File: config.mk
export PLATFORM = sky130hd
export DESIGN_NAME = intr_ctrl
export DESIGN_NICKNAME = d
export VERILOG_FILES = /design/src/rtl/intr_ctrl.sv
export SDC_FILE = /design/constraint.sdc
export NUM_CORES = 1
export LEC_CHECK = 0
export ABC_AREA = 1
export BUFFER_PORTS_ARGS = -buffer_cell sky130_fd_sc_hd__buf_2
export CAP_MARGIN = 20
export CORE_UTILIZATION = 50
export DETAILED_ROUTE_END_ITERATION = 16
export GPL_TIMING_DRIVEN = 0
export PLACE_DENSITY_LB_ADDON = 0.12
export SYNTH_ARGS = -nofsm -noshare
export SYNTH_HDL_FRONTEND = slang
export SYNTH_SLANG_ARGS = --single-unit
export TNS_END_PERCENT = 10
File: constraint.sdc
create_clock -name clk -period 10.73 [get_ports clk]
set_input_delay 1.6095 -clock clk [delete_from_list [all_inputs] [get_ports clk]]
set_output_delay 1.6095 -clock clk [all_outputs]
set_load 0.02 [all_outputs]
File: src/rtl/intr_ctrl.sv
// intr_ctrl -- multi-channel interrupt controller feeding g_interrupt.
//
// Collects NCH asynchronous interrupt lines. Each line can be enabled,
// set to edge or level mode, and given a priority. A global threshold
// filters the lines, and claim/complete sequencing controls the
// in-service state. Software reaches the block through the word-addressed
// dma I/O register port. The CPU sees a single registered g_interrupt.
//
// Register map (word offset from BASE_ADR):
//   0      ENABLE     RW
//   1      MODE       RW  (1 = edge, 0 = level)
//   2      PENDING    RO for level bits, W1C for edge bits
//   3      THRESHOLD  RW
//   4      CLAIM on read, COMPLETE on write
//   8+i    PRIORITY of channel i, RW
//
// Ports:
//   clk          clock
//   rst_n        synchronous reset, active high (1 = reset)
//   irq_in       asynchronous interrupt lines
//   csr_meie     machine external interrupt enable
//   io_we        register write strobe
//   io_wadr      write word address [15:2]
//   io_wdata     write data
//   io_re        register read strobe
//   io_radr      read word address [15:2]
//   io_rdata     read data, valid the cycle after io_re
//   g_interrupt  interrupt request to the CPU
//   in_service   channels that are claimed and not yet completed

module intr_ctrl #(
   parameter int          NCH      = 8,
   parameter int          PRIO_W   = 3,
   parameter logic [13:0] BASE_ADR = 14'h3F00
) (
   input  logic              clk,
   input  logic              rst_n,
   input  logic [NCH-1:0]    irq_in,
   input  logic              csr_meie,
   input  logic              io_we,
   input  logic [13:0]       io_wadr,
   input  logic [31:0]       io_wdata,
   input  logic              io_re,
   input  logic [13:0]       io_radr,
   output logic [31:0]       io_rdata,
   output logic              g_interrupt,
   output logic [NCH-1:0]    in_service
);

   logic [NCH-1:0]    sync1;
   logic [NCH-1:0]    sync2;
   logic [NCH-1:0]    prev;
   logic [NCH-1:0]    pending;
   logic [NCH-1:0]    enable;
   logic [NCH-1:0]    mode;
   logic [PRIO_W-1:0] threshold;
   logic [PRIO_W-1:0] prio [NCH];

   logic [13:0]       w_off;
   logic [13:0]       r_off;
   logic              w_hit;
   logic              r_hit;
   logic [4:0]        w_sel;
   logic [4:0]        r_sel;
   logic              claim;
   logic              complete;
   logic              w1c;

   logic [NCH-1:0]    rise;
   logic [NCH-1:0]    eligible;
   logic              win_valid;
   logic [4:0]        win_idx;
   logic [PRIO_W-1:0] win_prio;
   logic [NCH-1:0]    claim_mask;
   logic [NCH-1:0]    cmp_mask;
   logic [NCH-1:0]    pending_n;
   logic [31:0]       rd_val;

   // Offset-based decode tolerates a base that is not 32-word aligned.
   assign w_off    = io_wadr - BASE_ADR;
   assign r_off    = io_radr - BASE_ADR;
   assign w_hit    = io_we && (w_off < 14'd32);
   assign r_hit    = io_re && (r_off < 14'd32);
   assign w_sel    = w_off[4:0];
   assign r_sel    = r_off[4:0];
   assign claim    = r_hit && (r_sel == 5'd4);
   assign complete = w_hit && (w_sel == 5'd4);
   assign w1c      = w_hit && (w_sel == 5'd2);

   assign rise = sync2 & ~prev;

   always_comb begin
      eligible = '0;
      for (int i = 0; i < NCH; i++) begin
         eligible[i] = pending[i] & enable[i] & ~in_service[i] & (prio[i] > threshold);
      end
   end

   // Scan from the top index down with >= so that, among equal priorities,
   // the lowest index is the last one to win.
   always_comb begin
      win_valid = 1'b0;
      win_idx   = '0;
      win_prio  = '0;
      for (int i = NCH - 1; i >= 0; i--) begin
         if (eligible[i] && (prio[i] >= win_prio)) begin
            win_valid = 1'b1;
            win_idx   = 5'(i);
            win_prio  = prio[i];
         end
      end
   end

   always_comb begin
      claim_mask = '0;
      cmp_mask   = '0;
      for (int i = 0; i < NCH; i++) begin
         claim_mask[i] = claim & win_valid & (win_idx == 5'(i));
         cmp_mask[i]   = complete & (io_wdata == 32'(i + 1));
      end
   end

   // Edge bits: a new rising edge wins over a same-cycle claim or W1C clear.
   always_comb begin
      pending_n = '0;
      for (int i = 0; i < NCH; i++) begin
         if (mode[i]) begin
            pending_n[i] = rise[i] | (pending[i] & ~claim_mask[i] & ~(w1c & io_wdata[i]));
         end else begin
            pending_n[i] = sync2[i];
         end
      end
   end

   always_comb begin
      rd_val = '0;
      case (r_sel)
         5'd0: rd_val[NCH-1:0]    = enable;
         5'd1: rd_val[NCH-1:0]    = mode;
         5'd2: rd_val[NCH-1:0]    = pending;
         5'd3: rd_val[PRIO_W-1:0] = threshold;
         5'd4: rd_val[4:0]        = win_valid ? (win_idx + 5'd1) : 5'd0;
         default: begin
            for (int i = 0; i < NCH; i++) begin
               if (r_sel == 5'(8 + i)) begin
                  rd_val[PRIO_W-1:0] = prio[i];
               end
            end
         end
      endcase
   end

   always_ff @(posedge clk) begin
      if (rst_n) begin
         sync1       <= '0;
         sync2       <= '0;
         prev        <= '0;
         pending     <= '0;
         enable      <= '0;
         mode        <= '0;
         threshold   <= '0;
         in_service  <= '0;
         io_rdata    <= '0;
         g_interrupt <= 1'b0;
         for (int i = 0; i < NCH; i++) begin
            prio[i] <= '0;
         end
      end else begin
         sync1       <= irq_in;
         sync2       <= sync1;
         prev        <= sync2;
         pending     <= pending_n;
         g_interrupt <= csr_meie & (|eligible);
         io_rdata    <= r_hit ? rd_val : 32'd0;

         // The claimed winner is never in service, so set and clear cannot collide.
         in_service  <= (in_service & ~cmp_mask) | claim_mask;

         if (w_hit && (w_sel == 5'd0)) begin
            enable <= io_wdata[NCH-1:0];
         end
         if (w_hit && (w_sel == 5'd1)) begin
            mode <= io_wdata[NCH-1:0];
         end
         if (w_hit && (w_sel == 5'd3)) begin
            threshold <= io_wdata[PRIO_W-1:0];
         end
         for (int i = 0; i < NCH; i++) begin
            if (w_hit && (w_sel == 5'(8 + i))) begin
               prio[i] <= io_wdata[PRIO_W-1:0];
            end
         end
      end
   end

endmodule

Yosys cells after proc, flatten, opt, wreduce, memory -nomap -nowiden
Memories as Yosys holds them, arrays and structs flattened.
Cells that the tools add are included.
- memories: 1
- register bits after elaboration: 92
- logic and storage cells: 290
- bits in writable memories: 24
- output and inout bits: 41
- input bits: 73
- reduce and logical (&&, ||, !) cells: 29
- equal/unequal tests: 39
- add/subtract/negate cells: 3
- multiplexer cells: 77
- order comparisons: 18
- bitwise gates (word level): 112
- memory list (name ; depth ; bits a word ; rd ports ; clocked after Yosys merged registers in ; wr ports ; RTL line ; RTL):
    prio ; 8 ; 3 ; 8 ; 0 ; 8 ; 57 ; logic [PRIO_W-1:0] prio [NCH];
- operators with widths (kind ; number):
    == test 32 x 3 -> 1 bit (second input constant) ; 4
    == test 5 x 4 -> 1 bit (second input constant) ; 16
    two-way mux 3 bit ; 24
    bitwise AND 1 bit ; 66
    == test 32 x 2 -> 1 bit (second input constant) ; 2
    two-way mux 1 bit ; 42
    two-way mux 5 bit ; 8
    == test 32 x 1 -> 1 bit (second input constant) ; 1
    == test 32 x 4 -> 1 bit (second input constant) ; 1
    == test 5 x 2 -> 1 bit (second input constant) ; 6
    == test 5 x 3 -> 1 bit (second input constant) ; 6
    < comparator 14 x 6 -> 1 bit (second input constant) ; 2
    subtractor 14 bit (second input constant) ; 2
    NOT 1 bit ; 25
    greater-than comparator 3 bit ; 8
    logical AND 1 bit ; 24
    >= comparator 3 bit ; 7
    bitwise AND 8 bit ; 2
    NOT 8 bit ; 2
    bitwise OR 1 bit ; 16
    == test 5 x 1 -> 1 bit (second input constant) ; 3
    logical NOT 5 bit ; 3
    case mux 3 bit (5 select lines) ; 1
    case mux 3 bit (3 select lines) ; 1
    other kinds (6) ; 6

Longest topological paths before layout
Gate-level depths: netlist of run 1.
- word-level depth: 33
- depth in mapped cells: 71
- depth with buffers taken out: 70

Worst setup path after synthesis of run 1
OpenSTA, ideal clock, no wires.
- path type: reg2reg
- start: register threshold[2]
- end: register io_rdata[2]
- data required time: 10.621 ns
- cell stages (with the launch flop): 63
- path slack: 2.596 ns
- period minus slack after synthesis: 8.134 ns
- data arrival time: 8.025 ns
- library setup time: 0.109 ns
- cells stage by stage: dfxtp_1 -> inv_1 -> ha_1 -> nand2_1 -> nor2_1 -> nor2_1 -> nand3_1 -> ha_1 -> a21oi_1 -> nand3_1 -> nand2_4 -> nand2_1 -> o21ai_0 -> ha_1 -> o21ai_0 -> nand3_2 -> nand2_1 -> nand2_2 -> [... 27 more ...] -> ha_1 -> a21oi_1 -> a31o_2 -> nand2_1 -> o21ai_1 -> ha_1 -> a21oi_1 -> a31oi_1 -> inv_1 -> nand2_1 -> nor3_1 -> nand2_2 -> inv_2 -> ha_1 -> nand2_1 -> nand3_1 -> nand2_1 -> inv_1
- longest elaborated chain between the ends: 28
- elaborated cells on any way between the ends: 57
- ends and longest elaborated chain (element ; RTL line ; RTL):
    from (decl) ; 56 ; logic [PRIO_W-1:0] threshold;
    from (signal assigned) ; 186 ; threshold <= io_wdata[PRIO_W-1:0];
    greater-than comparator 3 bit ; 95 ; eligible[i] = pending[i] & enable[i] & ~in_service[i] & (prio[i] > threshold);
    bitwise AND 1 bit ; 95 ;
    logical AND 1 bit ; 106 ; if (eligible[i] && (prio[i] >= win_prio)) begin
    two-way mux 3 bit ; 106 ;
    >= comparator 3 bit ; 106 ;
    logical AND 1 bit ; 106 ;
    two-way mux 3 bit ; 106 ;
    >= comparator 3 bit ; 106 ;
    [... 12 more ...] ; -- ;
    logical AND 1 bit ; 106 ;
    two-way mux 3 bit ; 106 ;
    >= comparator 3 bit ; 106 ;
    logical AND 1 bit ; 106 ;
    two-way mux 5 bit ; 106 ;
    adder 5 x 1 -> 5 bit ; 142 ; 5'd4: rd_val[4:0] = win_valid ? (win_idx + 5'd1) : 5'd0;
    two-way mux 5 bit ; 142 ;
    case mux 3 bit (5 select lines) (*) ; 137 ; case (r_sel)
    to (signal assigned) ; 174 ; io_rdata <= r_hit ? rd_val : 32'd0;
    to (decl) ; 45 ; output logic [31:0] io_rdata,
Every way passes the cells marked *; elsewhere a longest branch is shown, timed or not.
A chain may end at the register's enable or synchronous reset.

Worst setup path in the final report of run 1
- start: register threshold[0]
- end: register io_rdata[2]
- longest elaborated chain between the ends: 28
- elaborated cells on any way between the ends: 57
- ends and longest elaborated chain (element ; RTL line):
    greater-than comparator 3 bit ; 95
    bitwise AND 1 bit ; 95
    logical AND 1 bit ; 106
    two-way mux 3 bit ; 106
    >= comparator 3 bit ; 106
    logical AND 1 bit ; 106
    two-way mux 3 bit ; 106
    >= comparator 3 bit ; 106
    [... 12 more ...] ; --
    logical AND 1 bit ; 106
    two-way mux 3 bit ; 106
    >= comparator 3 bit ; 106
    logical AND 1 bit ; 106
    two-way mux 5 bit ; 106
    adder 5 x 1 -> 5 bit ; 142
    two-way mux 5 bit (*) ; 142
    case mux 3 bit (5 select lines) (*) ; 137
Marks and branches as above.

==> metrics.yaml, run 1 <==
gp_routability_congestion: 0.9009
synth_enable_flop_cells: 24
cp-start-kind: "flop"
antenna_cells: 0
root_buffer: "clkbuf_16"
total_cell_area_at_the_placement_stage_um2: 6601
worst_setup_slack_post_dpl_ps: 1096
synthTopCellsByCount: "nand2_1, inv_1, nor2_1, dfxtp_1, ha_1"
synthToLayoutAreaGrowth_pct: 17.64
die_x_um: 110.5
port_buffers: 88
rows: 39
cts_htree_levels: 3
critical_path_class: "reg2reg"
synth_sequential_area_ratio_pct: 35.40
clock_sinks: 92
placed_cells_incl_taps: 1063
avgSynthCellArea_um2: 7.287
overall_die_area_um2: 12200
die_y_um: 110.5
number_of_buffers_created_by_cts: 9
hp-class: "reg2reg"
clk_transition_reported_paths_ps: 80
finalWorstPathRequiredPeriod_ps: 9870
number_of_drc_violations_after_detailed_routing_iteration_0: 400
yosys.area.top_type: "dfxtp_1"
area_of_the_placeable_core_um2: 11420
arrival_ps: 10120
drc_errors: 0
timing.final.crit_share_pct: 91.98
post-layout-total-power_mw: 0.7931
post_cts_resize_count: 0
finalHoldViolCount: 0
timing.hold.ws_ps: 401.9
clock_latency_ps: 350
largest-register: "prio"
synthTopCellsByArea: "dfxtp_1, edfxtp_1, nand2_1"
worst_slew_pin_slew_ps: 905.4
detailedPlacementHpwl_mm: 13.52
grt_antenna_before_repair: 0
finalNetCount: 1046
initial_core_utilization_pct: 51.50
post_cts.repair.setup_buffers: 0
fin_worst_skew_ps: 11.75
number_of_buffers_inserted_by_hold_repair_at_cts: 0
wire_per_inst_um: 15.32
share_of_cells_above_drive_strength_1_pct: 19.02
yosysWarningCount: 0
max-clock-path-buffers: 2
ioPinCount: 114
syn_inst: 807
synth_top_cell_area_share_pct: 23.15
first_global_vias: 5470
grt_max_degree: 19
tritoncts: "done"
number_of_flip_flops_in_the_largest_register: 24
max_clock_freq_mhz: 101.3
globalRouteOverflowTotal: 0
cpPeakStageDelay_ps: 720
global_route.usage.total_pct: 27.51
stdcell_count: 1079
postRouteAntennaNets: 0
avgViaCountPerCell: 5.299
crit_fanout: 10
total_leakage_power_nw: 3.267
run_status: "finished, final reports clean"
synth-main-ff-cell: "dfxtp_1"
grt_first_pass_wirelength_mm: 26.54
timing.critical_path.slowest_stage_cell: "dfxtp_1"
power_per_cell_area_nw_per_um2: 114.6
final_cell_area_um2: 6918
irDropWorstVdd_uv: 97.69
max_cap_violations: 0
synth.lib_cells_used.distinct: 47
timing.slew.headroom_pct: 39.18
finalWirelength_mm: 16.53
finalSetupTns_ps: 0
grt_setup_unrepaired: "false"
dr.pass1.iters: 5
yosysMostFrequentCell: "nand2_1"
setup_viol: 0
required_ps: 10980
worst_setup_path_end_kind: "flop"
route.vias.total: 5718
synth.cell_area_um2: 5881
critical_path.most_common_cell: "nand2_1"
async_flop_share_pct: 0
layout.core_utilization_pct: 60.59
postLayoutSetupSlackWorst_ps: 860.4
register_bit_total_from_synthesis: 92
finalMaxSlewViolations: 0
==> critical path: cells and delay by family (launching register included) <==
kind | cells | cell delay (ps)
flops | 1 | 720
simple gates | 30 | 3210
fa+ha+maj | 9 | 2730
compound gates | 14 | 2410
buf+inv | 8 | 700
==> cells by family (layout without fill, tap and decap cells) <==
logic type / Yosys count / count (layout) / share of synthesized area (%)
other cells: 1 / 24 / 0.06377
buf+inv: 168 / 274 / 12.38
flops: 92 / 92 / 35.40
xor+xnor: 3 / 3 / 0.4469
simple gates: 395 / 395 / 30.79
compound gates: 106 / 106 / 11.98
fa+ha+maj: 42 / 42 / 8.936
==> routing by layer <==
layer	global-route usage [%]	routed length (um)	vias up
li1	-	-	2860
met5	0	0	-
met2	47.41	7968	226
met1	34.64	7208	2603
met4	10.49	365	0
met3	4.007	992	29
==> report_power, final <==
part / switching (mW) / total [mW] / internal, mW
clock: 0.149 / 0.335 / 0.187
combinational: 0.0535 / 0.0847 / 0.0312
sequential: 0.00758 / 0.373 / 0.365
==> final timing paths <==
check,to,slack [ps],from,cells after the start
max reg2reg,io_rdata[2],860,threshold[0],61
min,sync2[1],400,sync1[1],2
min reg2reg,sync2[1],400,sync1[1],2
max,io_rdata[2],860,threshold[0],61
==> final cells by class <==
cell class,instances,area (um2)
well taps,143,178.9
inverters,134,503.0
multi-input cells,570,3157
flip-flops and latches,92,2082
fillers,1116,4501
clock inverters,7,91.34
plain buffers,34,225.2
clock buffers,9,225.2
repair buffers,90,455.4
==> cells in the final DEF (no fill, tap or decap), types with 3 or more instances in the layout <==
cell type  Yosys  layout
nand2_1      150     150
inv_1        129     129
nor2_1       123     123
buf_2          0      89
dfxtp_1       68      68
ha_1          42      42
nand3_1       33      33
a211oi_1      24      24
buf_4         24      24
conb_1         1      24
edfxtp_1      24      24
o21ai_0       23      23
nor3_1        18      18
a21oi_1       16      16
nand4_1       15      15
nand2_2       15      15
nor4_1        13      13
a21oi_2       10      10
clkbuf_16      0       9
o21ai_1        8       8
nand3_2        6       6
a31oi_1        6       6
clkbuf_1       6       6
o2111ai_1      6       6
nand3b_1       5       5
nand2_4        5       5
inv_2          4       4
nor2_4         3       3
and2_1         3       3
buf_1          3       3
xor2_1         3       3
a221oi_1       3       3
inv_6          0       3
(Power assumes the default switching activity.)
==> run 2, diff against run 1 <==
--- a/config.mk
+++ b/config.mk
@@ -12,6 +12,7 @@
 export DETAILED_ROUTE_END_ITERATION = 16
 export GPL_TIMING_DRIVEN = 0
 export PLACE_DENSITY_LB_ADDON = 0.12
+export RECOVER_POWER = 25
 export SYNTH_ARGS = -nofsm -noshare
 export SYNTH_HDL_FRONTEND = slang
 export SYNTH_SLANG_ARGS = --single-unit
==> metrics.yaml, run 2 (same netlist as run 1, synthesis figures left out) <==
run_status: "finished, final reports clean"
grt_max_degree: 19
worst_slew_pin_slew_ps: 918.0
finalWirelength_mm: 16.54
cpPeakStageDelay_ps: 730
globalRouteOverflowTotal: 0
post_cts_resize_count: 0
finalHoldViolCount: 0
clock_latency_ps: 350
p_seq_share_pct: 47.1
number_of_buffers_created_by_cts: 9
port_buffers: 88
number_of_flip_flops_in_the_largest_register: 24
max_cap_violations: 0
worst_setup_path_end_kind: "flop"
rows: 39
worst_r2r_startpoint: "threshold[0]"
clk_transition_reported_paths_ps: 80
placed_cells_incl_taps: 1063
fin_worst_skew_ps: 11.62
wire_per_inst_um: 15.33
grt_first_pass_wirelength_mm: 26.54
die_x_um: 110.5
initial_core_utilization_pct: 51.50
critical_path_class: "reg2reg"
post-layout-total-power_mw: 0.7915
share_comb_of_total_power_pct: 10.7
area_of_the_placeable_core_um2: 11420
dr.pass1.iters: 5
irDropWorstVdd_uv: 96.71
global_route.usage.total_pct: 27.51
layout.core_utilization_pct: 60.45
cp-start-kind: "flop"
power_per_cell_area_nw_per_um2: 114.7
timing.critical_path.slowest_stage_cell: "dfxtp_1"
antenna_cells: 0
p_int_mw: 0.5833
min_from: "sync1[1]"
finalNetCount: 1046
finalWorstPathRequiredPeriod_ps: 9874
max_clock_freq_mhz: 101.3
switchingPower_mw: 0.2082
tritoncts: "done"
postRouteAntennaNets: 0
number_of_buffers_inserted_by_hold_repair_at_cts: 0
share_of_cells_above_drive_strength_1_pct: 17.74
grt_setup_unrepaired: "false"
final_cell_mix: "nand2_1, inv_1, nor2_1"
rr_endpoint: "io_rdata[2]"
largest-register: "prio"
mostFrequentLayoutCell: "nand2_1"
finalSetupTns_ps: 0
reg2regPathDepth: 61
die_y_um: 110.5
arrival_ps: 10130
avgViaCountPerCell: 5.308
share_clk_of_total_power_pct: 42.2
timing.slew.headroom_pct: 38.33
stdcell_count: 1079
overall_die_area_um2: 12200
worstHoldEndpoint: "sync2[1]"
hold_crit_depth: 2
detailedPlacementHpwl_mm: 13.52
number_of_drc_violations_after_detailed_routing_iteration_0: 403
route.vias.total: 5727
first_global_vias: 5470
required_ps: 10980
grt_antenna_before_repair: 0
setup_viol: 0
finalMaxSlewViolations: 0
timing.final.crit_share_pct: 92.02
cts_htree_levels: 3
critical_path.most_common_cell: "nand2_1"
synthToLayoutAreaGrowth_pct: 17.38
ioPinCount: 114
drc_errors: 0
max-clock-path-buffers: 2
crit_fanout: 10
total_leakage_power_nw: 3.214
post_cts.repair.setup_buffers: 0
root_buffer: "clkbuf_16"
ff2ff_setup_slack_ps: 860
hp-class: "reg2reg"
clock_sinks: 92
net_sw_share_pct: 26.30
gp_routability_congestion: 0.9009
## run 2: changes by cell type in the layout (fill, tap and decap cells not counted), sizes merged
cell / before / now
buf: 117 / 103
clkbuf: 15 / 29
## run 2: final cells by class
type / instances / area (um2)
fillers: 1122 / 4516
multi-input cells: 570 / 3157
flip-flops and latches: 92 / 2082
inverters: 134 / 503.0
repair buffers: 90 / 440.4
clock buffers: 9 / 225.2
plain buffers: 34 / 225.2
well taps: 143 / 178.9
clock inverters: 7 / 91.34
## run 2: worst max-delay path: cells and delay by family, from the launching register on
| kind | cells | cell delay, ps |
|---|---|---|
| compound gates | 14 | 2400 |
| fa+ha+maj | 9 | 2740 |
| buf+inv | 8 | 690 |
| flops | 1 | 730 |
| simple gates | 30 | 3220 |
## run 2: how the worst max path moves through the flow
stage | to | slack, ps | startpoint
after floorplan | io_rdata[2] | 2600 | threshold[2]
after global placement | io_rdata[2] | 1490 | threshold[2]
after detailed placement | io_rdata[2] | 1100 | threshold[0]
after CTS | io_rdata[2] | 1040 | threshold[2]
after global routing | io_rdata[2] | 90 | threshold[2]
final | io_rdata[2] | 860 | threshold[0]
## run 2: per-stage QoR
| step | setup WS (ps) | hold WS (ps) | area, um2 |
|---|---|---|---|
| floorplan | 2596 | 388.3 | 5967 |
| global placement | 1491 | 389.7 | 6586 |
| detailed placement | 1096 | 394.3 | 6601 |
| CTS | 1045 | 403.9 | 6918 |
| global route | 93.82 | 422.8 | 6903 |
| finish | 855.9 | 401.8 | 6903 |
## run 2: per-layer routing
metal  up-vias  global-route usage, %  share of wire [%]
li1       2865                      -                  -
met1      2595                  34.64                 43
met2       239                  47.41                 48
met3        28                  4.007                6.5
met4         0                  10.49                2.2
met5         -                      0                  0
## run 2: power groups by stage
stage | sequential (mW) | clock (mW) | combinational [mW]
after global routing | 0.374 | 0.351 | 0.0944
final | 0.373 | 0.334 | 0.0846
after CTS | 0.373 | 0.336 | 0.0837
after detailed placement | 0.381 | 0 | 0.0833
after global placement | 0.380 | 0 | 0.0796
after floorplan | 0.378 | 0 | 0.0543
